--- src/rtl/commit_trace_pkg.sv ---
// Shared types for the commit trace queue: FSM states, record metadata layout
// and the exit code reported when the core stops retiring instructions.
package commit_trace_pkg;

    typedef enum logic [1:0] {
        ST_RUN,
        ST_DRAIN,
        ST_HALT
    } trace_state_t;

    localparam logic [7:0] HALT_CODE_TIMEOUT = 8'hFF;

    // XLEN-independent part of a commit record; PC and write data sit above it.
    typedef struct packed {
        logic [31:0] instr;
        logic        wen;
        logic [4:0]  wdest;
        logic [31:0] cycle;
    } commit_meta_t;

endpackage

--- src/rtl/sync_fifo.sv ---
// First-word fall-through synchronous FIFO; the head entry is read
// combinationally from storage and pops on an empty FIFO are ignored.
module sync_fifo #(
    parameter int WIDTH = 8,
    parameter int DEPTH = 16,
    localparam int AW   = $clog2(DEPTH)
) (
    input  logic             clock,
    input  logic             reset,
    input  logic             push,
    input  logic             pop,
    input  logic [WIDTH-1:0] wdata,
    output logic [WIDTH-1:0] rdata,
    output logic             full,
    output logic             empty,
    output logic [AW:0]      count
);

    logic [WIDTH-1:0] mem [DEPTH];
    logic [AW-1:0]    wr_ptr;
    logic [AW-1:0]    rd_ptr;
    logic             do_push;
    logic             do_pop;

    assign empty   = (count == '0);
    assign full    = (count == (AW+1)'(DEPTH));
    assign do_pop  = pop && !empty;
    assign do_push = push && (!full || do_pop);
    assign rdata   = mem[rd_ptr];

    // Pointers wrap naturally because DEPTH is a power of two.
    always_ff @(posedge clock or negedge reset) begin
        if (!reset) begin
            wr_ptr <= '0;
            rd_ptr <= '0;
            count  <= '0;
        end else begin
            if (do_push) wr_ptr <= wr_ptr + 1'b1;
            if (do_pop)  rd_ptr <= rd_ptr + 1'b1;
            if (do_push && !do_pop)      count <= count + 1'b1;
            else if (do_pop && !do_push) count <= count - 1'b1;
        end
    end

    always_ff @(posedge clock) begin
        if (do_push) mem[wr_ptr] <= wdata;
    end

endmodule

--- src/rtl/commit_trace_queue.sv ---
// Buffers retired-instruction records for a trace checker and requests the
// end of simulation after a trap or a long stretch without retirements.
module commit_trace_queue
    import commit_trace_pkg::*;
#(
    parameter int DEPTH   = 16,
    parameter int XLEN    = 64,
    parameter int TIMEOUT = 5000,
    localparam int CW     = $clog2(DEPTH) + 1
) (
    input  logic            clock,
    input  logic            reset,
    input  logic            commit_valid,
    input  logic [XLEN-1:0] commit_pc,
    input  logic [31:0]     commit_instr,
    input  logic            commit_wen,
    input  logic [4:0]      commit_wdest,
    input  logic [XLEN-1:0] commit_wdata,
    input  logic            trap_valid,
    input  logic [7:0]      trap_code,
    output logic            out_valid,
    input  logic            out_ready,
    output logic [XLEN-1:0] out_pc,
    output logic [31:0]     out_instr,
    output logic            out_wen,
    output logic [4:0]      out_wdest,
    output logic [XLEN-1:0] out_wdata,
    output logic [31:0]     out_cycle,
    output logic [CW-1:0]   count,
    output logic            overflow,
    output logic            halt,
    output logic [7:0]      halt_code
);

    localparam int MW    = $bits(commit_meta_t);
    localparam int REC_W = 2 * XLEN + MW;

    trace_state_t state, next_state;
    logic [31:0]  cycle_cnt;
    logic [31:0]  idle_cnt;
    logic [7:0]   code_q;
    logic         fifo_full;
    logic         fifo_empty;
    logic         pop;
    logic         in_run;
    logic         push_ok;
    logic         idle_expire;
    commit_meta_t in_meta;
    commit_meta_t head_meta;
    logic [REC_W-1:0] push_rec;
    logic [REC_W-1:0] head_rec;

    assign in_run      = (state == ST_RUN);
    assign pop         = out_valid && out_ready;
    assign push_ok     = in_run && commit_valid && (!fifo_full || pop);
    assign idle_expire = (idle_cnt == 32'(TIMEOUT - 1)) && !push_ok;

    assign in_meta  = '{instr: commit_instr, wen: commit_wen, wdest: commit_wdest, cycle: cycle_cnt};
    assign push_rec = {commit_pc, commit_wdata, in_meta};

    sync_fifo #(
        .WIDTH (REC_W),
        .DEPTH (DEPTH)
    ) u_fifo (
        .clock (clock),
        .reset (reset),
        .push  (push_ok),
        .pop   (pop),
        .wdata (push_rec),
        .rdata (head_rec),
        .full  (fifo_full),
        .empty (fifo_empty),
        .count (count)
    );

    assign out_valid = !fifo_empty;
    assign out_pc    = head_rec[REC_W-1 -: XLEN];
    assign out_wdata = head_rec[REC_W-XLEN-1 -: XLEN];
    assign head_meta = commit_meta_t'(head_rec[MW-1:0]);
    assign out_instr = head_meta.instr;
    assign out_wen   = head_meta.wen;
    assign out_wdest = head_meta.wdest;
    assign out_cycle = head_meta.cycle;

    assign halt      = (state == ST_HALT);
    assign halt_code = halt ? code_q : 8'h00;

    always_ff @(posedge clock or negedge reset) begin
        if (!reset) state <= ST_RUN;
        else        state <= next_state;
    end

    always_comb begin
        next_state = state;
        unique case (state)
            ST_RUN:   if (trap_valid || idle_expire) next_state = ST_DRAIN;
            ST_DRAIN: if (fifo_empty) next_state = ST_HALT;
            ST_HALT:  next_state = ST_HALT;
            default:  next_state = ST_RUN;
        endcase
    end

    // A trap in the same cycle as the timeout takes priority for the exit code.
    always_ff @(posedge clock or negedge reset) begin
        if (!reset) begin
            code_q    <= 8'h00;
            cycle_cnt <= '0;
            idle_cnt  <= '0;
            overflow  <= 1'b0;
        end else begin
            cycle_cnt <= cycle_cnt + 1'b1;
            if (in_run && trap_valid)       code_q <= trap_code;
            else if (in_run && idle_expire) code_q <= HALT_CODE_TIMEOUT;
            if (in_run && next_state == ST_RUN) idle_cnt <= push_ok ? '0 : idle_cnt + 1'b1;
            else                                idle_cnt <= '0;
            if (in_run && commit_valid && !push_ok) overflow <= 1'b1;
        end
    end

endmodule

--- config.mk ---
export PLATFORM = sky130hd
export DESIGN_NAME = commit_trace_queue
export DESIGN_NICKNAME = d
export VERILOG_FILES = /design/src/rtl/commit_trace_pkg.sv /design/src/rtl/sync_fifo.sv /design/src/rtl/commit_trace_queue.sv
export SDC_FILE = /design/constraint.sdc
export NUM_CORES = 2
export LEC_CHECK = 0
export CAP_MARGIN = 20
export CORE_AREA = 2 2 565 427
export CTS_BUF_LIST = sky130_fd_sc_hd__clkbuf_4 sky130_fd_sc_hd__clkbuf_8
export DETAILED_ROUTE_END_ITERATION = 8
export DIE_AREA = 0 0 567 429
export PLACE_DENSITY = 0.78
export SYNTH_ARGS = -nofsm -noshare
export SYNTH_HDL_FRONTEND = slang
export SYNTH_SLANG_ARGS = --single-unit
--- constraint.sdc ---
create_clock -name clock -period 19.3 [get_ports clock]
set_input_delay 4.825 -clock clock [delete_from_list [all_inputs] [get_ports clock]]
set_output_delay 4.825 -clock clock [all_outputs]
set_load 0.02 [all_outputs]
Yosys cells after proc, flatten, opt, wreduce, memory -nomap -nowiden
Memories as Yosys holds them, arrays and structs flattened.
Cells that the tools add are included.
- divide/modulo/power cells: 0
- reduce and logical (&&, ||, !) cells: 25
- equality and inequality tests: 4
- $lt $le $gt $ge: 0
- $mul: 0
- add/subtract/negate cells: 6
- mux-type cells: 12
- shift-type cells: 0
- bitwise gates (word level): 0
- operator list (cell ; number):
    adder 32 x 1 -> 32 bit, second input constant ; 2
    2-to-1 mux 32 bit ; 2
    equality test 32 x 13 -> 1 bit, second input constant ; 1
    2-to-1 mux 8 bit ; 3
    logical AND 1 bit ; 12
    2-to-1 mux 5 bit ; 2
    adder 4 x 1 -> 4 bit, second input constant ; 2
    case mux 2 bit (3 select lines) ; 1
    adder 5 x 1 -> 5 bit, second input constant ; 1
    equality test 5 bit, second input constant ; 1
    logical NOT 1 bit ; 5
    logical NOT 5 bit ; 1
    subtractor 5 x 1 -> 5 bit, second input constant ; 1
    logical NOT 2 bit ; 2
    2-to-1 mux 2 bit ; 2
    nonzero test 2 bit ; 2
    logical OR 1 bit ; 3
    equality test 2 x 1 -> 1 bit, second input constant ; 1
    equality test 2 bit, second input constant ; 1
    2-to-1 mux 1 bit ; 2
- latch bits: 0
- word-level logic and storage cells: 56
- memory bits (read-only): 0
- bits of input ports: 179
- memories kept: 1
- bits in registers: 88
- bits in writable memories: 3168
- memory list (memory ; words ; width ; read ports ; clocked after memory_dff ; write ports ; RTL line ; source):
    u_fifo.mem ; 16 ; 198 ; 1 ; 0 ; 1 ; sync_fifo.sv:19 ; logic [WIDTH-1:0] mem [DEPTH];

Depth between registers and ports, before layout
- depth after elaboration: 13
- mapped depth: 11
- depth with buffers taken out: 11

Cells and area by module
Synthesis repeated with hierarchy kept, for this count alone.
- cells, all modules: 6133
- area total of the unflattened synthesis: 125196.3 um^2
- by module, submodules not included (module ; cells each ; area an instance (um^2) ; seq. area each (um^2) ; times used):
    sync_fifo ; 5769 ; 121492.8 ; 95456.6 ; 1
    commit_trace_queue ; 364 ; 3703.6 ; 1876.8 ; 1

Worst setup path after synthesis
No wires, ideal clock.
- path kind: in2reg
- from: input out_ready
- to: memory u_fifo.mem[3][0] (netlist name) (enable)
- data arrival time: 18.583 ns
- data required time: 18.302 ns
- setup slack: -0.281 ns
- stages on the path: 4
- cell sequence: o311a_1 > buf_6 > nand2_1 > nor3_1
- word-level cells in the longest chain between the ends: 6
- RTL lines (element ; RTL line ; source):
    start: declaration ; commit_trace_queue.sv:22 ; input logic out_ready,
    logical AND 1 bit (*) ; commit_trace_queue.sv:54 ; assign pop = out_valid && out_ready;
    logical OR 1 bit / logical AND 1 bit (equally long branches) ; commit_trace_queue.sv:55, sync_fifo.sv:27 ;
    logical AND 1 bit / logical OR 1 bit (equally long branches) ; commit_trace_queue.sv:55, sync_fifo.sv:28 ;
    logical AND 1 bit (*) ; sync_fifo.sv:28 ; assign do_push = push && (!full || do_pop);
    named net u_fifo.do_push ; sync_fifo.sv:22 ; logic do_push;
    2-to-1 mux 1 bit (*) ; sync_fifo.sv:46 ; if (do_push) mem[wr_ptr] <= wdata;
    2-to-1 mux 1 bit (not written as such) (*) ; sync_fifo.sv:46 ;
    end: declaration ; sync_fifo.sv:19 ;
Mark *: on every way through the listed nets, which the timed path passes. The rest lies on a longest branch.

Worst setup path after layout
- from: register u_fifo.rd_ptr[0]
- to: output out_instr[23]
- word-level cells in the longest chain between the ends: 1
- RTL lines (element ; RTL line ; source):
    start: declaration ; sync_fifo.sv:21 ; logic [AW-1:0] rd_ptr;
    start signal: assignment ; sync_fifo.sv:39 ; if (do_pop) rd_ptr <= rd_ptr + 1'b1;
    memory read (16 x 198 bit) ; - ;
    end: declaration ; commit_trace_queue.sv:24 ; output logic [31:0] out_instr,
Every way passes these cells.

==> impl_metrics.csv <==
group,metric,value,unit
layout,final.fill_count,15860,
pwr,sw_frac_of_total,29.18,%
layout,nNetsFinal,5830,
sta,final_period_minus_worst_setup_slack,10870,ps
layout,multi_input_comb_area,0.02487,mm2
layout,fin_area,0.1402,mm2
die,starting_utilization_of_the_core_area,51.91,%
drt,maxUsedRoutingLayer,"met5",
setup_path,worstPathMaxFanout,120,
synth,synth_top_area_cell,"sky130_fd_sc_hd__edfxtp_1",
sta,tns,0,ps
die,die_wd,567,um
synth,synth_top_area_share,77.27,%
placement,place.gp.congestion,0.7498,
clock_network,cts_hold_buf,0,
synth,syn-mean-instance-area,25.02,um2
synth,share_of_synthesized_area_occupied_by_flip_flops_and_latches,79.06,%
global_route,grt_first_pass_wirelength,390.3,mm
setup_path,worst_ep_arrival_time,6040,ps
synth,postSynth.asyncResetShare,2.703,%
synth,synth.lib_cells_used.distinct,43,
drt,detail_route.wirelength.met1,105.9,mm
drt,detailed_routed_wire_length_on_met2,131.3,mm
job,cap_viol_max_count,0,
sta,final_min_period_over_clock_period,56.32,%
setup_path,worstReg2RegStart,"state[1]",
layout,ff_latch_area,0.09735,mm2
synth,synth-warning-count,0,
global_route,grt_pass1_vias,57994,
pwr,power_switching,5.634,mW
synth,synthesis.instances,4921,
die,die_span_y,429,um
clock_network,insertion_delay,1020,ps
placement,worst_case_setup_slack_after_placement,9247,ps
sta,final_hold_viol_count,0,
drt,vias_after_detailed_routing,55909,
sta,setup_repair_after_global_routing_missed_its_margin,"no",
placement,placed_cells_incl_taps,8312,
setup_path,cp_slowest_cell,"sky130_fd_sc_hd__buf_4",
layout,layoutNonFillerInstCount,9146,
sta,setup_viol,0,
clock_network,worst_setup_hold_path_clk_slew,70,ps
sta,worst-slew-pin-transition,1117,ps
synth,mappedNetlistNets,5112,
pwr,internal_power,13.67,mW
global_route,grt_overflow,0,
sta,tightest_hold_margin,465.3,ps
synth,post_synth_edffs,3168,
worst_hold_path,min_delay_path_depth,1,
pwr,p_per_area,137.7,mW/mm2
pwr,clock_power_share,27.5,%
placement,dpl_cell_area,0.1311,mm2
global_route,antenna_found_initial,38,
drt,drc_violations_left,0,
die,core_area,0.2372,mm2
synth,syn_std_cell_area,0.1231,mm2
clock_network,clkSinkCount,3256,
die,design.die.area,0.2432,mm2
pwr,maximum_resistive_drop_on_vdd,0.1744,mV
sta,clock-skew-final,65.31,ps
layout,post_route_cells_drive_above_1_share,30.72,%
synth,ys_ff_latch,3256,
clock_network,tritoncts.num_buffers,465,
clock_network,cts_tree,"done",
global_route,grt_use_total,21.90,%
setup_path,critPathRequiredTime,14480,ps
clock_network,clk_path_buf_depth,4,
drt,ant_nets,0,
placement,post-dp-hpwl,132.8,mm
setup_path,critical_setup_path_kind,"reg2out",
sta,slew_headroom,25.54,%
global_route,grt_max_degree,167,
layout,synthToLayoutAreaGrowth,13.88,%
worst_hold_path,timing.hold.worst.class,"reg2reg",
worst_hold_path,timing.hold.worst_endpoint,"overflow",
layout,final_core_area_utilization,59.11,%
clock_network,post_cts.resized_instances,0,
pwr,total_leakage_power,43.19,nW
die,top_level_ports,393,
pwr,seqPwrFrac,42.5,%
setup_path,worst-r2r-cell-count,7,
drt,drtPass1Iterations,7,
drt,total_detailed_routing_wirelength,267.7,mm
setup_path,r2r_end,"u_fifo.mem[5][96]",
setup_path,critPathMaxStageDelay,830,ps
sta,fin_ws,8431,ps
drt,detail_route.vias_per_cell,6.113,
pwr,comb_power_share,30.0,%
drt,post_drt_wl_per_cell,29.27,um
clock_network,htreeDepth,5,
setup_path,worst-r2r-setup-slack,14850,ps
drt,dr.first_iter.drc_count,6743,
worst_hold_path,holdCritStartpoint,"overflow",
clock_network,post-cts-setup-buffer-count,0,
setup_path,critPathLaunchType,"flop",
sta,final_max_slew_viol_count,0,
placement,place.port_buffers,392,
setup_path,crit_chain,"buf_4, buf_4, buf_12, mux4_2, mux4_2, clkdlybuf4s50_1",
status,result_of_the_run,"finished clean",
synth,post_synth_main_area_contributors,"sky130_fd_sc_hd__edfxtp_1, sky130_fd_sc_hd__mux4_2, sky130_fd_sc_hd__dfrtp_1",
synth,synth_ff_type,"sky130_fd_sc_hd__edfxtp_1",
clock_network,root_buffer,"sky130_fd_sc_hd__clkbuf_8",
die,core.rowCount,155,
setup_path,end_kind,"primary output",
sta,max_freq,0.09200,GHz
pwr,total_power,19.31,mW
drt,dr_wl_met3,23.02,mm
-- sequential cells by signal (all words and copies together), names as in the netlist --
name and count:
idle_cnt 32, u_fifo.count 5, u_fifo.mem 3168, state 2
u_fifo.wr_ptr 4, u_fifo.rd_ptr 4, overflow 1, cycle_cnt 32
code_q 8
-- logic make-up after synthesis --
kind of cell / count (synthesis) / share of synthesized area [%]
flip-flops: 3256 / 79.06
AO/OA/AOI/OAI: 98 / 0.5366
multiplexers: 992 / 17.73
XOR/XNOR: 71 / 0.5051
adder cells (fa/ha/maj): 12 / 0.1281
buffers and inverters: 252 / 0.8537
AND/OR/NAND/NOR: 240 / 1.186
-- cells in the mapped netlist, drive strengths merged, types with 3 or more instances --
master and instances:
nor4 12, and2 9, a211oi 39, nor2 62
nand2 34, edfxtp 3168, nor3 11, nor2b 41
o22a 8, nand3 27, and4 5, and3 11
inv 7, dfrtp 88, a21oi 41, buf 108
nand2b 5, mux4 951, clkbuf 137, xnor2 42
nand4 18, xor2 29, mux2i 39, ha 11
o21ai 3
-- routing by layer --
layer / vias to the layer above / GRT usage, %
met1: 29949 / 30.45
met5: - / 0
li1: 22798 / -
met3: 476 / 4.894
met2: 2638 / 34.90
met4: 48 / 7.071
-- worst max-delay path: cells and delay by family (launching register included) --
family	cells	cell delay (ps)
DFF	1	750
buffers and inverters	4	2960
muxes	2	1090
-- layout make-up --
class                      count  area share [%]
timing repair buffer         496           3.495
inverter                       7         0.01874
clock buffer                 630           5.524
sequential                  3256           69.43
tap                         3140           2.802
clock inverter               194          0.9754
multi-input combinational   1413           17.74
antenna                       10         0.01785
-- power groups by stage --
stage          sequential [mW]  clock, mW  combinational, mW
2_1_floorplan             8.33          0               3.91
3_3_place_gp              8.33          0               5.83
3_5_place_dp              8.35          0               5.88
4_1_cts                   8.21       5.43               5.90
5_1_grt                   8.22       5.73               6.12
6_report                  8.21       5.31               5.79
-- placed cells by master (no fill, tap or decap), types with 5 or more instances in the layout --
master,n
sky130_fd_sc_hd__a211oi_1,39
sky130_fd_sc_hd__a21oi_1,41
sky130_fd_sc_hd__and2_1,9
sky130_fd_sc_hd__and3_1,11
sky130_fd_sc_hd__and4_1,5
sky130_fd_sc_hd__buf_12,16
sky130_fd_sc_hd__buf_4,88
sky130_fd_sc_hd__bufinv_16,13
sky130_fd_sc_hd__clkbuf_4,148
sky130_fd_sc_hd__clkbuf_8,482
sky130_fd_sc_hd__clkdlybuf4s50_1,391
sky130_fd_sc_hd__clkinv_1,97
sky130_fd_sc_hd__clkinv_2,56
sky130_fd_sc_hd__clkinv_8,5
sky130_fd_sc_hd__clkinvlp_4,8
sky130_fd_sc_hd__dfrtp_1,84
sky130_fd_sc_hd__diode_2,10
sky130_fd_sc_hd__edfxtp_1,3168
sky130_fd_sc_hd__ha_1,11
sky130_fd_sc_hd__inv_1,7
sky130_fd_sc_hd__inv_8,5
sky130_fd_sc_hd__mux2i_1,39
sky130_fd_sc_hd__mux4_2,951
sky130_fd_sc_hd__nand2_1,34
sky130_fd_sc_hd__nand3_1,27
sky130_fd_sc_hd__nand4_1,18
sky130_fd_sc_hd__nor2_1,19
sky130_fd_sc_hd__nor2_4,40
sky130_fd_sc_hd__nor2b_1,41
sky130_fd_sc_hd__nor3_1,7
sky130_fd_sc_hd__nor4_1,12
sky130_fd_sc_hd__o22a_1,8
sky130_fd_sc_hd__xnor2_1,42
sky130_fd_sc_hd__xor2_1,29
-- worst max path at each step --
stage                     start                end  slack (ps)  cells after the start
3_5_place_dp   u_fifo.rd_ptr[0]       out_wdata[0]        9250                      6
5_1_grt        u_fifo.rd_ptr[0]      out_instr[23]        7850                      6
2_1_floorplan         out_ready  u_fifo.mem[15][0]        5040                      4
3_3_place_gp   u_fifo.rd_ptr[0]      out_instr[18]        9270                      6
4_1_cts        u_fifo.rd_ptr[0]      out_wdata[39]        8130                      6
6_report       u_fifo.rd_ptr[0]      out_instr[23]        8430                      6
No activity file was read; power rests on OpenSTA's default activity.
